File: config.mk
export PLATFORM = sky130hd
export DESIGN_NAME = mem_port_arbiter
export DESIGN_NICKNAME = d
export VERILOG_FILES = /design/src/rtl/mem_port_arbiter.sv
export SDC_FILE = /design/constraint.sdc
export NUM_CORES = 1
export LEC_CHECK = 0
export CORE_MARGIN = 5
export CORE_UTILIZATION = 43
export CTS_BUF_LIST = sky130_fd_sc_hd__clkbuf_4 sky130_fd_sc_hd__clkbuf_8
export DETAILED_ROUTE_END_ITERATION = 6
export PLACE_DENSITY = 0.79
export SYNTH_ARGS = -nofsm -noshare
export SYNTH_HDL_FRONTEND = slang
export SYNTH_SLANG_ARGS = --single-unit
File: constraint.sdc
create_clock -name clk -period 1.8 [get_ports clk]
set_input_delay 0.36 -clock clk [delete_from_list [all_inputs] [get_ports clk]]
set_output_delay 0.36 -clock clk [all_outputs]
set_load 0.02 [all_outputs]
File: src/rtl/mem_port_arbiter.sv
// Shares one word-wide memory port between I-cache and D-cache misses.
// Fills move 4-word lines; D-side stores are single-word write-throughs.
module mem_port_arbiter #(
  parameter int LATENCY = 4
) (
  input  logic        clk,
  input  logic        reset_n,
  input  logic        i_req,
  input  logic [15:0] i_addr,
  output logic [63:0] i_line,
  output logic        i_done,
  input  logic        d_req,
  input  logic        d_we,
  input  logic [15:0] d_addr,
  input  logic [15:0] d_wdata,
  output logic [63:0] d_line,
  output logic        d_done,
  output logic        mem_rd,
  output logic        mem_wr,
  output logic [15:0] mem_addr,
  output logic [15:0] mem_wdata,
  input  logic [15:0] mem_rdata,
  output logic        stall_if,
  output logic        stall_mem
);

  typedef enum logic [2:0] {IDLE, I_FILL, D_FILL, D_WRITE, DONE} state_t;

  localparam logic [3:0] LAT_LAST = 4'(LATENCY - 1);

  state_t      state;
  logic        owner_d;
  logic [15:0] line_addr;
  logic [1:0]  word_idx;
  logic [3:0]  lat_cnt;
  logic [1:0]  next_idx;
  logic        last_lat;

  assign next_idx = word_idx + 2'd1;
  assign last_lat = (lat_cnt == LAT_LAST);

  // Stalls must drop in the same cycle as done, so they bypass the registers.
  assign stall_if  = i_req & ~i_done;
  assign stall_mem = d_req & ~d_done;

  always_ff @(posedge clk) begin
    if (!reset_n) begin
      state     <= IDLE;
      owner_d   <= 1'b0;
      line_addr <= '0;
      word_idx  <= '0;
      lat_cnt   <= '0;
      i_line    <= '0;
      d_line    <= '0;
      i_done    <= 1'b0;
      d_done    <= 1'b0;
      mem_rd    <= 1'b0;
      mem_wr    <= 1'b0;
      mem_addr  <= '0;
      mem_wdata <= '0;
    end else begin
      i_done <= 1'b0;
      d_done <= 1'b0;
      case (state)
        IDLE: begin
          word_idx <= '0;
          lat_cnt  <= '0;
          if (d_req) begin
            owner_d <= 1'b1;
            if (d_we) begin
              state     <= D_WRITE;
              line_addr <= d_addr;
              mem_wr    <= 1'b1;
              mem_addr  <= d_addr;
              mem_wdata <= d_wdata;
            end else begin
              state     <= D_FILL;
              line_addr <= d_addr & 16'hFFFC;
              mem_rd    <= 1'b1;
              mem_addr  <= d_addr & 16'hFFFC;
            end
          end else if (i_req) begin
            owner_d   <= 1'b0;
            state     <= I_FILL;
            line_addr <= i_addr & 16'hFFFC;
            mem_rd    <= 1'b1;
            mem_addr  <= i_addr & 16'hFFFC;
          end
        end
        I_FILL, D_FILL: begin
          if (last_lat) begin
            lat_cnt  <= '0;
            word_idx <= next_idx;
            if (state == I_FILL) i_line[{word_idx, 4'b0000} +: 16] <= mem_rdata;
            else                 d_line[{word_idx, 4'b0000} +: 16] <= mem_rdata;
            if (word_idx == 2'd3) begin
              state    <= DONE;
              mem_rd   <= 1'b0;
              mem_addr <= '0;
            end else begin
              mem_addr <= line_addr | {14'b0, next_idx};
            end
          end else begin
            lat_cnt <= lat_cnt + 4'd1;
          end
        end
        D_WRITE: begin
          if (last_lat) begin
            state     <= DONE;
            lat_cnt   <= '0;
            mem_wr    <= 1'b0;
            mem_addr  <= '0;
            mem_wdata <= '0;
          end else begin
            lat_cnt <= lat_cnt + 4'd1;
          end
        end
        DONE: begin
          // Requests are deliberately not sampled here; done lands in the IDLE cycle.
          state <= IDLE;
          if (owner_d) d_done <= 1'b1;
          else         i_done <= 1'b1;
        end
        default: state <= IDLE;
      endcase
    end
  end

endmodule

==> results.ini <==
[critical_path]
crit_chain = clkdlybuf4s50_1
start_kind = flop
path_delay_family = buffers and inverters
crit_fanout = 2
end_kind = primary output
slowest_delay_ps = 600
crit_buf_inv = 1
crit_type = flop to primary output
cp_slowest_cell = clkdlybuf4s50_1
worstPathArrival_ps = 1390
required_ps = 1440

[power_and_ir_drop]
pwr_density_cell_mw_per_mm2 = 952
p_leak_nw = 5.19
ir_worst_vdd_mv = 0.653

[finish]
layout.nets = 1123
antenna_cells = 0
area_growth_pct = 45.8
layout-drive-gt1-share_pct = 10.9
stdcell_count = 1280

[sta]
slew_headroom_pct = 60.6
hold_violations = 0
finalSetupViolations = 0
fin_crit_sh_pct = 97.3
hold_ws_ps = 465
post-route-min-period_ps = 1750
max_freq_ghz = 0.571
tightest_slew_ps = 592
final_max_slew_viol_count = 0
fin_worst_skew_ps = 13.3

[route]
via_per_inst = 5.35
ant_nets = 0
drt-wirelength-per-cell_um = 17.4
drc = 0
firstDrtPassIters = 5
dr.first_iter.drc_count = 415
route.vias.total = 6846
routed_wl_um = 22300

[placement]
place_congestion = 0.769
io_buffers = 232
dp_hpwl_um = 15100
dp_cells = 1235

[synth]
yosysSeqAreaShare_pct = 52.5
yosys-top-cells-area = dfxtp_1 (53%), nand3_1 (9.4%), o21ai_0 (9.3%), nand2_1 (4.5%), mux2i_1 (2.2%)
syn_area_mm2 = 0.00724
synth_fp_nets = 893
yosysMostFrequentCell = dfxtp_1
syn-instance-count = 817
synth-seq-cells = 190
synthTopCellsByCount = dfxtp_1 (190), nand3_1 (136), o21ai_0 (134)
synth.largest_area_cell = dfxtp_1
yosys_warnings = 0
synth.avg_cell_area_um2 = 8.86
synth_edf_count = 0
ys.flop_type = dfxtp_1
synth_cell_types = 44
synth.top_cell.area_share_pct = 52.5
async_reset_ff_share_pct = 0

[clock_tree]
htreeDepth = 4
clock_path_buffers = 2
clk_latency_ps = 460
cts_buffers = 17
cts_hold_buf = 0
cts_tree = yes
clk_pin_slew_worst_paths_ps = 100
clock_sinks = 190
root_buffer = clkbuf_8

[global_routing]
grt_overflow = 0
grt_pass1_wl_um = 33200
grt_pass1_vias = 6141
grt_max_degree = 129
antenna_found_initial = 0
track_usage_pct = 21.1

[floorplan]
ios = 235
rows = 47
dieWidth_um = 140
design.core.area_mm2 = 0.0165
die_h_um = 140
start_util_pct = 43.8
die-area_mm2 = 0.0195

[job]
cap_violations = 0

[min_path]
hp-class = flop to flop

[status]
status = completed

[power by group]
group | switching, mW | internal, mW
sequential | 0.217 | 4.54
clock | 1.59 | 1.15
combinational | 1.42 | 1.13
total | 3.23 | 6.82
[kinds of logic (layout without fill, tap and decap cells)]
kind of cell | after synthesis | count (layout) | share of synthesized area (%)
AND/OR/NAND/NOR | 297 | 297 | 20.5
AO/OA/AOI/OAI | 229 | 229 | 18.7
flip-flops | 190 | 190 | 52.5
buffers and inverters | 77 | 320 | 4.70
multiplexers | 16 | 16 | 2.21
adder cells (fa/ha/maj) | 7 | 7 | 1.21
XOR/XNOR | 1 | 1 | 0.121
[layout by cell type (no fill, tap or decap), types with 4 or more instances in the layout]
cell type        instances
dlygate4sd2_1          121
ha_1                     4
nor2_1                  22
nand4_1                  5
o211a_1                 14
a21boi_0                 4
a22oi_1                 19
mux2i_1                 16
a21oi_1                 22
o21ai_1                 25
a21oi_2                  8
dfxtp_1                188
dlymetal6s2s_1          44
nor2b_1                 20
buf_12                  10
clkinvlp_4               5
clkbuf_8                18
buf_4                   30
nand4b_1                 4
clkdlybuf4s50_1         65
nand3_1                135
buf_6                    9
nand2_1                 87
o21ai_0                127
[metal layers]
| metal | global-route usage (%) | up-vias | share of wire [%] |
|---|---|---|---|
| met4 | 6.07 | 0 | 1.8 |
| met5 | 0 | - | 0 |
| met3 | 6.66 | 25 | 9.0 |
| li1 | - | 3346 | - |
| met2 | 34.0 | 295 | 46 |
| met1 | 27.2 | 3180 | 43 |
[flip-flops by register name, summed over array words and instances, names as in the netlist]
signal,flops
owner_d,1
d_line,64
mem_addr,16
i_line,64
lat_cnt,4
mem_rd,1
i_done,1
mem_wdata,16
state,3
line_addr,16
mem_wr,1
word_idx,2
d_done,1
[path summary, 6_finish.rpt]
check / from / endpoint / slack [ps] / cells past startpoint
worst max-delay path: d_line[57] / d_line[57] / 50 / 1
worst min-delay path: owner_d / d_done / 460 / 2
worst max register to register: lat_cnt[0] / mem_addr[1] / 60 / 6
worst min register to register: owner_d / d_done / 460 / 2
[per-stage QoR]
stage | cell area (um2) | setup TNS (ps) | power, mW | util (%) | setup slack, ps
global placement | 9910 | -12570 | 7.29 | 60.0 | -441
global route | 10600 | -16.8 | 10.5 | 63.9 | -14.0
finish | 10600 | 0 | 10.0 | 63.9 | 49.0
CTS | 10200 | 0 | 10.1 | 61.6 | 0.0694
detailed placement | 9910 | -13480 | 7.34 | 60.0 | -459
floorplan | 7260 | 0 | 6.32 | - | 37.8
[what timing repair did]
| action | in CTS | in global routing |
|---|---|---|
| gates resized for setup | 125 | 82 |
| hold endpoints to repair | 0 | 0 |
| setup buffers | 1 | 6 |
| endpoints found under the setup margin | 122 | 187 |
| pin swaps | 1 | 4 |
| gates cloned | 1 | 5 |
[area by class of cell]
cell class,count,area (um2)
clock buffer,18,248
clock inverter,14,131
fill,1427,5970
inverter,4,15.0
multi-input combinational,550,3180
sequential,190,3810
tap,220,275
timing repair buffer,284,2900
Note: power is estimated with default switching activity, not from simulation.
